### src/rtl/dmem_lsu.sv
// dmem_lsu: Memory-stage load/store unit.
// Converts M-stage loads/stores into valid/ready bus transactions, steers
// store bytes onto lanes, extracts and extends load data, and holds the
// pipeline through lsu_stall until the access completes.
// Build option: DMEM_MISALIGN_TRAP_EN traps misaligned H/W accesses
// (no bus request, bus_err pulse in DONE) instead of dropping the low bits.
//
// state    | meaning
// ---------+--------------------------------------------------------------
// IDLE     | no access in flight; an M-stage access latches and moves on
// REQ      | request presented on the bus, held until req_ready
// WAIT_RSP | load accepted, waiting for rsp_valid or timeout
// DONE     | single cycle with lsu_stall low so the pipeline advances

module dmem_lsu #(
    parameter int TIMEOUT_CYCLES = 64
) (
    input  logic        clk,
    input  logic        reset,
    input  logic        MemReadM,
    input  logic        MemWriteM,
    input  logic [2:0]  funct3M,
    input  logic [31:0] ALUResultM,
    input  logic [31:0] WriteDataM,
    output logic [31:0] ReadDataM,
    output logic        lsu_stall,
    output logic        bus_err,
    output logic        req_valid,
    input  logic        req_ready,
    output logic        req_we,
    output logic [31:0] req_addr,
    output logic [3:0]  req_be,
    output logic [31:0] req_wdata,
    input  logic        rsp_valid,
    input  logic [31:0] rsp_rdata
);

    localparam int CW = (TIMEOUT_CYCLES > 2) ? $clog2(TIMEOUT_CYCLES) : 1;
    localparam logic [CW-1:0] TMO_LOAD = CW'(TIMEOUT_CYCLES - 1);

    typedef enum logic [1:0] {
        S_IDLE,
        S_REQ,
        S_WAIT_RSP,
        S_DONE
    } state_t;

    state_t        state, state_d;
    logic [31:0]   addr_q;
    logic [2:0]    f3_q;
    logic          we_q;
    logic [3:0]    be_q;
    logic [31:0]   wdata_q;
    logic [CW-1:0] cnt_q, cnt_d;
    logic [31:0]   rdata_q;
    logic          err_q;

    logic          access;
    logic [3:0]    be_in;
    logic [31:0]   wdata_in;
    logic          capture;
    logic          set_err;
    logic          clr_rdata;

    // Lane extraction and sign/zero extension of a returned read word.
    function automatic logic [31:0] load_ext(input logic [2:0] f3,
                                             input logic [1:0] a,
                                             input logic [31:0] w);
        logic [7:0]  b;
        logic [15:0] h;
        case (a)
            2'd0:    b = w[7:0];
            2'd1:    b = w[15:8];
            2'd2:    b = w[23:16];
            default: b = w[31:24];
        endcase
        h = a[1] ? w[31:16] : w[15:0];
        case (f3[1:0])
            2'b00:   load_ext = f3[2] ? {24'b0, b} : {{24{b[7]}}, b};
            2'b01:   load_ext = f3[2] ? {16'b0, h} : {{16{h[15]}}, h};
            default: load_ext = w;
        endcase
    endfunction

    assign access = MemReadM | MemWriteM;

    // Byte enables and lane-replicated store data from the incoming access.
    always_comb begin
        be_in    = 4'b1111;
        wdata_in = WriteDataM;
        case (funct3M[1:0])
            2'b00: begin
                be_in    = 4'b0001 << ALUResultM[1:0];
                wdata_in = {4{WriteDataM[7:0]}};
            end
            2'b01: begin
                be_in    = ALUResultM[1] ? 4'b1100 : 4'b0011;
                wdata_in = {2{WriteDataM[15:0]}};
            end
            default: begin
                be_in    = 4'b1111;
                wdata_in = WriteDataM;
            end
        endcase
    end

`ifdef DMEM_MISALIGN_TRAP_EN
    logic misalign;

    // Halfword needs a[0]=0, word needs a[1:0]=0; reserved codes behave as word.
    always_comb begin
        case (funct3M[1:0])
            2'b00:   misalign = 1'b0;
            2'b01:   misalign = ALUResultM[0];
            default: misalign = |ALUResultM[1:0];
        endcase
    end
`endif

    // Next-state, stall and request-valid decode.
    always_comb begin
        state_d   = state;
        cnt_d     = cnt_q;
        lsu_stall = 1'b0;
        req_valid = 1'b0;
        capture   = 1'b0;
        set_err   = 1'b0;
        clr_rdata = 1'b0;
        case (state)
            S_IDLE: begin
                if (access) begin
                    lsu_stall = 1'b1;
`ifdef DMEM_MISALIGN_TRAP_EN
                    if (misalign) begin
                        state_d   = S_DONE;
                        set_err   = 1'b1;
                        clr_rdata = 1'b1;
                    end else begin
                        state_d = S_REQ;
                    end
`else
                    state_d = S_REQ;
`endif
                end
            end
            S_REQ: begin
                lsu_stall = 1'b1;
                req_valid = 1'b1;
                if (req_ready) begin
                    if (we_q) begin
                        state_d = S_DONE;
                    end else if (rsp_valid) begin
                        capture = 1'b1;
                        state_d = S_DONE;
                    end else begin
                        cnt_d   = TMO_LOAD;
                        state_d = S_WAIT_RSP;
                    end
                end
            end
            S_WAIT_RSP: begin
                lsu_stall = 1'b1;
                if (rsp_valid) begin
                    capture = 1'b1;
                    state_d = S_DONE;
                end else if (cnt_q == '0) begin
                    set_err   = 1'b1;
                    clr_rdata = 1'b1;
                    state_d   = S_DONE;
                end else begin
                    cnt_d = cnt_q - 1'b1;
                end
            end
            S_DONE: begin
                state_d = S_IDLE;
            end
            default: begin
                state_d = S_IDLE;
            end
        endcase
    end

    // State, timeout counter, latched request fields and load result.
    always_ff @(posedge clk) begin
        if (reset) begin
            state   <= S_IDLE;
            cnt_q   <= '0;
            addr_q  <= '0;
            f3_q    <= '0;
            we_q    <= 1'b0;
            be_q    <= '0;
            wdata_q <= '0;
            rdata_q <= '0;
            err_q   <= 1'b0;
        end else begin
            state <= state_d;
            cnt_q <= cnt_d;
            err_q <= set_err;
            if (state == S_IDLE && access) begin
                addr_q  <= ALUResultM;
                f3_q    <= funct3M;
                we_q    <= MemWriteM;
                be_q    <= be_in;
                wdata_q <= wdata_in;
            end
            if (capture) begin
                rdata_q <= load_ext(f3_q, addr_q[1:0], rsp_rdata);
            end else if (clr_rdata) begin
                rdata_q <= '0;
            end
        end
    end

    assign req_we    = we_q;
    assign req_addr  = {addr_q[31:2], 2'b00};
    assign req_be    = be_q;
    assign req_wdata = wdata_q;
    assign ReadDataM = rdata_q;
    assign bus_err   = err_q;

endmodule
### config.mk
export PLATFORM = sky130hd
export DESIGN_NAME = dmem_lsu
export DESIGN_NICKNAME = d
export VERILOG_FILES = /design/src/rtl/dmem_lsu.sv
export SDC_FILE = /design/constraint.sdc
export NUM_CORES = 1
export LEC_CHECK = 0
export ABC_AREA = 1
export CORE_UTILIZATION = 35
export CTS_CLUSTER_SIZE = 28
export DETAILED_ROUTE_END_ITERATION = 6
export MAX_ROUTING_LAYER = met4
export PLACE_DENSITY = 0.68
export SLEW_MARGIN = 20
export SYNTH_ARGS = -nofsm -noshare
export SYNTH_HDL_FRONTEND = slang
export SYNTH_SLANG_ARGS = --single-unit
### constraint.sdc
create_clock -name clk -period 1.6 [get_ports clk]
set_input_delay 0.32 -clock clk [delete_from_list [all_inputs] [get_ports clk]]
set_output_delay 0.32 -clock clk [all_outputs]
set_load 0.005 [all_outputs]
==> run_results.csv, run 1 <==
group,metric,value,unit
status,status,"complete, but fails checks",
status,violations,"negative setup slack",
detailed_routing,wl,19.0,mm
timing,min_period,1.69,ns
timing,period_share,106,%
logic_synthesis,synth_edf_count,0,
logic_synthesis,yosysMostFrequentCell,"nand2_1",
logic_synthesis,synth_cell_types,35,
clock_tree,root_buffer,"clkbuf_16",
logic_synthesis,async_flop_share,0,%
worst_setup_path,crit_type,"reg2reg",
logic_synthesis,synth_seq_cells,113,
logic_synthesis,synthTopCellsByCount,"122 x nand2_1, 119 x nor2_1, 113 x dfxtp_1",
timing,setup_tns,-0.761,ns
detailed_routing,drtPass1Iterations,5,
logic_synthesis,netlist.area_leader.share,40.5,%
worst_setup_path,slowest_stage,"dfxtp_2",
clock_tree,cts_tree,"done",
clock_tree,clk_latency,0.41,ns
global_route,grt_first_pass_wirelength,29.1,mm
floorplanning,rows,45,
floorplanning,die-height,128,um
detailed_routing,ant_nets,0,
logic_synthesis,synth-seq-area-share,40.5,%
detailed_routing,wl_per_cell,15.4,um
logic_synthesis,avgSynthCellArea,7.05,um2
layout,drive_gt1_share,20.2,%
global_route,grt_util_all_layers,23.3,%
detailed_routing,drc,0,
clock_tree,cts_hold_buf,0,
layout,fill_cells,1393,
layout,antenna_cells,0,
worst_setup_path,crit_buf_inv,3,
logic_synthesis,ys_warn_count,0,
worst_setup_path,crit_path_end_kind,"flop",
timing,max_freq,590,MHz
power,p_total,13900,uW
timing,finClkSkew,0.00621,ns
floorplanning,die_x,128,um
placed_design,port_buffers,206,
layout,design_area,9140,um2
worst_setup_path,critPathMaxStageDelay,0.35,ns
timing,hold_violations,0,
placed_design,place_hpwl,12.4,mm
global_route,grt_overflow,0,
logic_synthesis,synth_cells,792,
detailed_routing,via_count,6146,
worst_setup_path,required,1.94,ns
placed_design,gp_congestion,0.908,
logic_synthesis,post-synth-top-area-cell,"dfxtp_1",
global_route,grt_antenna_before_repair,0,
global_route,grt_max_degree,60,
worst_setup_path,crit_arrival,2.03,ns
timing,setup_violations,17,
clock_tree,cts_sinks,113,
worst_setup_path,critical-path-top-delay-family,"buffers and inverters",
logic_synthesis,synthTopCellsByArea,"dfxtp_1 41%, a21oi_1 9.7%, nand2_1 8.2%",
detailed_routing,vias_per_cell,4.99,
power,vdd_drop_max,0.835,mV
layout,syn_to_final_growth,63.6,%
detailed_routing,drt_iter0_markers,481,
placed_design,place_area,7940,um2
worst_setup_path,r2r_setup_slack,-0.09,ns
floorplanning,ios,209,
clock_tree,htreeDepth,4,
worst_setup_path,critPathLaunchType,"flop",
timing,relSlewSlack,64.8,%
logic_synthesis,syn-cell-area,5590,um2
floorplanning,dieArea,16500,um2
global_route,grt_pass1_vias,5644,
worst_setup_path,cp_max_fo,9,
timing,slew_viol_final,0,
clock_tree,clock_path_buffers,2,
timing,tightest_slew,0.528,ns
logic_synthesis,ys.flop_type,"dfxtp_1",
power,p_leak,0.00466,uW
timing,fin_ws,-0.0944,ns
power,p_per_area,1530,nW/um2
floorplanning,initial_utilization,36.3,%
worst_setup_path,cp_cell_sequence,"buf_6 > ha_4 > nand3b_1 > nand2_2 > nand3_4 > buf_8 > buf_16 > a21oi_1 > nand2_1 > a21oi_1",
clock_tree,clkSlewWorstSetupHoldPaths,0.05,ns
layout,fin_nets,1124,
worst_hold_path,hp-class,"in2reg",
timing,grt_setup_unrepaired,"true",
floorplanning,fp.coreArea,15400,um2
clock_tree,cts_made_buffers,17,
flow_run,maxCapViolations,0,
worst_setup_path,cp_common_cell,"a21oi_1",
[area by class of cell]
cell class	instances	area [um2]	share of cell area [%]
Clock inverter	6	60.1	0.657
Multi-Input combinational cell	559	2950	32.3
Sequential cell	113	2280	25.0
Clock buffer	22	474	5.19
Timing Repair Buffer	281	2940	32.2
Inverter	40	161	1.77
Tap cell	211	264	2.89
[worst register-to-register path: stages (launching register included)]
cell and delay, ns:
dfxtp_2 0.35, buf_6 0.11, ha_4 0.12, nand3b_1 0.11
nand2_2 0.11, nand3_4 0.14, buf_8 0.20, buf_16 0.15
a21oi_1 0.11, nand2_1 0.07, a21oi_1 0.14
[routing by layer]
metal / share of wire, % / track usage, %
met3: 6.9 / 4.84
met2: 46 / 35.3
met5: 0 / -
met1: 44 / 30.2
met4: 2.6 / 9.48
[worst paths after layout]
path	start	end	cells past startpoint
worst max-delay path	state[0]	ReadDataM[13]	10
worst min-delay path	reset	addr_q[1]	3
worst min register to register	req_wdata[23]	req_wdata[23]	2
worst max register to register	state[0]	ReadDataM[13]	10
[sequential cells by signal (all words and copies together), names as in the netlist]
name       cells
bus_err        1
req_be         4
ReadDataM     32
cnt_q          6
addr_q        32
state          2
f3_q           3
req_we         1
req_wdata     32
[metrics by stage]
stage | hold WS (ns) | utilization, % | std cells | setup WS, ns
floorplan | 0.456 | - | 793 | 0.00986
global placement | 0.454 | 51.7 | 1187 | -0.327
detailed placement | 0.459 | 51.7 | 1187 | -0.334
global route | 0.347 | 59.4 | 1232 | -0.198
CTS | 0.308 | 56.4 | 1226 | -0.0513
finish | 0.329 | 59.4 | 1232 | -0.0944
[layout by cell type (no fill, tap or decap), drive strengths merged]
cell,count
nand3b,1
o21ai,86
or2,3
clkdlybuf4s50,120
clkinvlp,2
nand2,135
conb,2
dlygate4sd2,25
a31oi,3
inv,38
nor3,1
o211ai,3
bufinv,1
a21oi,118
nand3,67
o21a,1
o221ai,1
xnor2,1
buf,75
dfxtp,113
nand4,2
clkinv,5
ha,7
dlymetal6s2s,58
a211oi,3
nor2,122
mux2i,3
clkbuf,25
[where the power goes]
group / total (uW) / internal (uW) / switching (uW)
Combinational: 6450 / 3120 / 3330
Clock: 3470 / 2210 / 1260
Sequential: 4020 / 3600 / 424
[repair_timing]
item,4_1_cts,5_1_grt
setup endpoints to repair,53,139
gates resized for setup,64,123
cloned,3,3
buffers inserted,8,5
endpoints found under the hold margin,0,0
pin swaps,3,11
[cells by family (layout without fill, tap and decap cells)]
group	count (synthesis)	count (layout)	share of synthesized area (%)
AO/OA/AOI/OAI	215	215	20.4
multiplexers	3	3	0.538
AND/OR/NAND/NOR	331	331	25.5
adder cells (fa/ha/maj)	7	7	1.57
XOR/XNOR	1	1	0.157
buffers and inverters	121	349	11.3
other	1	2	0.0671
flip-flops	113	113	40.5
Power figures use the tool's default switching activity.
==> run 2, diff against run 1 <==
--- a/config.mk
+++ b/config.mk
@@ -6,11 +6,11 @@
 export NUM_CORES = 1
 export LEC_CHECK = 0
 export ABC_AREA = 1
-export CORE_UTILIZATION = 35
+export CORE_UTILIZATION = 40
 export CTS_CLUSTER_SIZE = 28
 export DETAILED_ROUTE_END_ITERATION = 6
 export MAX_ROUTING_LAYER = met4
-export PLACE_DENSITY = 0.68
+export PLACE_DENSITY = 0.74
 export SLEW_MARGIN = 20
 export SYNTH_ARGS = -nofsm -noshare
 export SYNTH_HDL_FRONTEND = slang
==> run 2 against run 1 <==
Compared with the run above: the flow still finishes with violations (negative setup slack); die area down 12%; sequential power about the same; routed wire length down 5.5%; combinational power down 5.0%; power up 1.9%; maximum frequency up 1.8%; global-route usage up 2.4 points; sequential cell count unchanged; core utilization up 6.9 points; clock power up 17%; critical endpoint is now ReadDataM[18].
==> run_results.csv, run 2 (synthesis gave the netlist of run 1 again) <==
group,metric,value,unit
floorplanning,dieArea,14400,um2
layout,drive_gt1_share,17.3,%
power,seqPwrFrac,28.4,%
clock_tree,cts_sinks,113,
layout,fin_nets,1110,
detailed_routing,drt_iter0_markers,491,
detailed_routing,ant_nets,0,
power,pwr-share-comb,43.2,%
timing,min_period,1.66,ns
timing,tightest_slew,0.687,ns
worst_setup_path,cp_cell_sequence,"inv_4 > buf_4 > ha_4 > inv_2 > nand2_2 > nand3_4 > buf_12 > buf_12 > buf_6 > nand3_1 > a21oi_1",
placed_design,port_buffers,206,
worst_setup_path,cp_max_fo,7,
worst_hold_path,hp-class,"in2reg",
floorplanning,die_x,120,um
power,swShare,34.5,%
clock_tree,cts_made_buffers,17,
power,p_per_area,1590,nW/um2
layout,antenna_cells,0,
worst_setup_path,critPathMaxStageDelay,0.37,ns
clock_tree,clock_path_buffers,2,
detailed_routing,wl,17.9,mm
floorplanning,ios,209,
layout,syn_to_final_growth,59.9,%
floorplanning,rows,42,
power,p_sw,4900,uW
worst_setup_path,crit_type,"reg2reg",
layout,final_util,66.4,%
timing,fin_ws,-0.0643,ns
worst_setup_path,cp_common_cell,"buf_12",
worst_setup_path,critical-path-top-delay-family,"buffers and inverters",
clock_tree,clk_latency,0.41,ns
timing,relSlewSlack,54.2,%
global_route,grt_max_degree,55,
timing,setup_violations,15,
detailed_routing,drc,0,
detailed_routing,wl_per_cell,15.1,um
timing,max_freq,601,MHz
worst_setup_path,critPathLaunchType,"flop",
clock_tree,root_buffer,"clkbuf_16",
timing,period_share,104,%
layout,mostFrequentLayoutCell,"clkdlybuf4s50_1",
placed_design,gp_congestion,0.962,
power,p_leak,0.00438,uW
layout,final_cell_mix,"142 x clkdlybuf4s50_1, 119 x nand2_1, 114 x nor2_1",
global_route,grt_util_all_layers,25.7,%
power,vdd_drop_max,1.03,mV
placed_design,place_hpwl,12.2,mm
floorplanning,die-height,120,um
timing,grt_setup_unrepaired,"true",
global_route,grt_pass1_vias,5779,
clock_tree,cts_hold_buf,0,
worst_setup_path,slowest_stage,"dfxtp_4",
worst_setup_path,crit_buf_inv,6,
clock_tree,cts_tree,"done",
clock_tree,htreeDepth,4,
layout,fin_cells,1187,
global_route,grt_first_pass_wirelength,28.4,mm
timing,whs,0.341,ns
flow_run,maxCapViolations,0,
status,status,"complete, but fails checks",
worst_setup_path,required,1.94,ns
power,internal_power,9310,uW
placed_design,place_inst,1150,
global_route,grt_overflow,0,
worst_setup_path,crit_path_end_kind,"flop",
floorplanning,initial_utilization,41.5,%
detailed_routing,via_count,5971,
timing,finClkSkew,0.00903,ns
timing,slew_viol_final,0,
power,clock_power_share,28.5,%
status,violations,"negative setup slack",
timing,hold_violations,0,
detailed_routing,vias_per_cell,5.03,
clock_tree,clkSlewWorstSetupHoldPaths,0.05,ns
global_route,grt_antenna_before_repair,0,
worst_setup_path,crit_arrival,2.00,ns
detailed_routing,drtPass1Iterations,6,
floorplanning,fp.coreArea,13500,um2
[run 2: power by group through the flow]
stage / Combinational [uW] / Sequential [uW] / Clock (uW)
after floorplan: 3380 / 4020 / 0
after global placement: 5750 / 4040 / 0
after detailed placement: 5830 / 4040 / 0
after CTS: 5970 / 4010 / 4100
after global routing: 6810 / 4130 / 4230
final: 6130 / 4030 / 4050
[run 2: final cells by class]
cell class	count	area (um2)
clock buffers	23	478
multi-input cells	559	2870
repair buffers	267	2770
well taps	176	220
flip-flops and latches	113	2280
clock inverters	9	154
fillers	1157	4520
inverters	40	160
[run 2: per-stage QoR]
stage | area (um2) | setup TNS (ns) | power, uW | setup WS, ns
floorplan | 5590 | 0 | 7400 | 0.00986
CTS | 8620 | -0.0584 | 14100 | -0.0414
global route | 8930 | -3.68 | 15200 | -0.172
finish | 8930 | -0.253 | 14200 | -0.0643
detailed placement | 7870 | -17.54 | 9870 | -0.350
global placement | 7870 | -15.75 | 9790 | -0.335
[run 2: layer usage]
metal	vias to the layer above	GRT usage, %	part of all wire, %
met2	221	40.0	47
met4	0	11.6	3.1
li1	3005	-	-
met1	2702	32.0	43
met3	43	5.42	6.1
met5	-	-	0
[run 2: what timing repair did]
action / CTS / global route
endpoints found under the setup margin: 52 / 99
pin swaps: 2 / 14
resized for setup: 45 / 92
setup buffers: 2 / 2
gates cloned: 2 / 0
[run 2: path summary, 6_finish.rpt]
path / from / to / slack, ns / cells after the start
max: state[0] / ReadDataM[18] / -0.06 / 11
min: reset / f3_q[1] / 0.34 / 3
max reg2reg: state[0] / ReadDataM[18] / -0.06 / 11
min reg2reg: req_wdata[23] / req_wdata[23] / 0.46 / 2
[run 2: worst register-to-register path, stage by stage (launching register included)]
cell and delay (ns):
dfxtp_4 0.37, inv_4 0.04, buf_4 0.14, ha_4 0.16
inv_2 0.08, nand2_2 0.07, nand3_4 0.14, buf_12 0.12
buf_12 0.12, buf_6 0.12, nand3_1 0.08, a21oi_1 0.15
==> run 3, diff against run 2 <==
--- a/config.mk
+++ b/config.mk
@@ -6,11 +6,13 @@
 export NUM_CORES = 1
 export LEC_CHECK = 0
 export ABC_AREA = 1
-export CORE_UTILIZATION = 40
+export CORE_MARGIN = 2
+export CORE_UTILIZATION = 50
 export CTS_CLUSTER_SIZE = 28
 export DETAILED_ROUTE_END_ITERATION = 6
+export DONT_BUFFER_PORTS = 1
 export MAX_ROUTING_LAYER = met4
-export PLACE_DENSITY = 0.74
+export PLACE_DENSITY = 0.66
 export SLEW_MARGIN = 20
 export SYNTH_ARGS = -nofsm -noshare
 export SYNTH_HDL_FRONTEND = slang
==> run 3 against run 2 <==
Compared with the run above: the run still ends with negative setup slack left; critical path depth fell by 5; register-to-register slack about the same; sequential power grew 5.0%; count of clock-buffer cells in the layout is 1 lower; die area fell by 17%; non-clock buffer count down 154; final cell count down 16%; first-iteration DRC count fell by 25%; largest cell class unchanged.
==> run_results.csv, run 3 (synthesis gave the netlist of run 1 again) <==
group,metric,value,unit
floorplanning,fp.coreArea,10900,um2
placed_design,port_buffers,0,
clock_tree,clk_latency,0.52,ns
global_route,grt_pass1_vias,5361,
floorplanning,initial_utilization,51.3,%
clock_tree,cts_made_buffers,17,
layout,drive_gt1_share,18.1,%
power,vdd_drop_max,1.03,mV
status,violations,"negative setup slack",
timing,hold_violations,0,
layout,final_cell_mix,"119 x nand2_1, 110 x dfxtp_1, 108 x nor2_1",
worst_setup_path,required,1.28,ns
detailed_routing,drc,0,
worst_setup_path,critPathLaunchType,"flop",
worst_setup_path,cp_cell_sequence,"inv_4 > ha_4 > nand2_4 > inv_8 > nor2_4 > nor2_4",
placed_design,place_inst,879,
layout,fin_nets,956,
global_route,grt_util_all_layers,29.0,%
layout,final_util,66.9,%
detailed_routing,drtPass1Iterations,5,
worst_setup_path,crit_type,"reg2out",
detailed_routing,wl_per_cell,17.9,um
timing,grt_setup_unrepaired,"true",
layout,syn_to_final_growth,30.4,%
layout,mostFrequentLayoutCell,"nand2_1",
floorplanning,die-height,110,um
worst_setup_path,critPathMaxStageDelay,0.36,ns
worst_setup_path,cp_common_cell,"nor2_4",
detailed_routing,wl,17.9,mm
floorplanning,dieArea,12000,um2
floorplanning,ios,209,
clock_tree,cts_tree,"done",
detailed_routing,drt_iter0_markers,369,
worst_hold_path,whs_endpoint,"req_wdata[20]",
worst_setup_path,r2r_cells,10,
timing,setup_violations,24,
worst_hold_path,hp-class,"in2reg",
detailed_routing,vias_per_cell,5.66,
worst_setup_path,slowest_stage,"dfxtp_4",
detailed_routing,ant_nets,0,
timing,setup_tns,-0.477,ns
clock_tree,clock_path_buffers,2,
timing,finClkSkew,0.00609,ns
detailed_routing,via_count,5642,
worst_hold_path,min_from,"funct3M[1]",
global_route,grt_overflow,0,
worst_setup_path,crit-reg2reg-capture,"ReadDataM[29]",
timing,slew_viol_final,0,
layout,fill_cells,922,
clock_tree,clkSlewWorstSetupHoldPaths,0.06,ns
placed_design,place_area,5540,um2
placed_design,place_hpwl,11.0,mm
status,status,"complete, but fails checks",
clock_tree,cts_sinks,113,
worst_setup_path,r2r_setup_slack,-0.05,ns
worst_setup_path,rr_startpoint,"state[1]",
layout,antenna_cells,0,
global_route,grt_first_pass_wirelength,25.9,mm
placed_design,gp_congestion,0.916,
timing,period_share,105,%
layout,fin_cells,997,
power,p_leak,0.00302,uW
power,p_per_area,1810,nW/um2
timing,whs,0.0205,ns
clock_tree,htreeDepth,4,
timing,min_period,1.68,ns
clock_tree,root_buffer,"clkbuf_8",
layout,design_area,7280,um2
worst_setup_path,crit_arrival,1.36,ns
worst_setup_path,cp_max_fo,3,
worst_hold_path,min_path_cells,2,
floorplanning,rows,38,
global_route,grt_antenna_before_repair,0,
timing,max_freq,595,MHz
worst_setup_path,crit_path_end_kind,"output port",
timing,fin_ws,-0.0803,ns
floorplanning,die_x,110,um
flow_run,maxCapViolations,0,
global_route,grt_max_degree,55,
[run 3: cell type report]
class,instances,area [um2],share of cell area (%)
timing repair buffer,113,1170,16.1
clock buffer,22,453,6.22
sequential,113,2270,31.1
multi-input combinational,559,2870,39.4
tap,140,175,2.41
clock inverter,10,181,2.49
inverter,40,161,2.22
[run 3: metrics by stage]
step                      setup WS (ns)  power (uW)
after floorplan                 0.00986        7400
after global placement           0.0499        8000
after detailed placement        -0.0133        8110
after CTS                       -0.0806       12700
after global routing             -0.144       13900
final                           -0.0803       13200
[run 3: repair_timing]
| item | CTS | global route |
|---|---|---|
| hold endpoints to repair | 109 | 0 |
| pin swaps | 3 | 4 |
| setup buffers | 8 | 7 |
| cloned | 0 | 4 |
| endpoints found under the setup margin | 12 | 50 |
| hold buffers | 68 | 0 |
| resized for setup | 25 | 40 |
[run 3: power breakdown]
group          switching (uW)  internal (uW)
logic                    2900           2000
clock network            1280           2760
registers                 630           3600
total                    4800           8360
[run 3: per-layer routing]
layer	vias to the layer above	global-route usage [%]	share of wire (%)
li1	2699	-	-
met1	2597	33.4	41
met2	287	45.1	48
met3	59	8.77	8.2
met4	0	16.0	3.3
met5	-	-	0
[run 3: worst max path at each step]
stage / start / endpoint / depth (start not counted)
finish: state[0] / lsu_stall / 6
floorplan: state[1] / lsu_stall / 8
detailed placement: state[0] / ReadDataM[1] / 8
CTS: state[0] / lsu_stall / 4
global route: state[0] / lsu_stall / 6
global placement: state[0] / ReadDataM[3] / 8
[run 3: critical path, delay by kind of cell (launching register included)]
family,cells,cell delay (ns)
flops,1,0.36
simple gates,3,0.24
fa+ha+maj,1,0.16
buf+inv,2,0.08
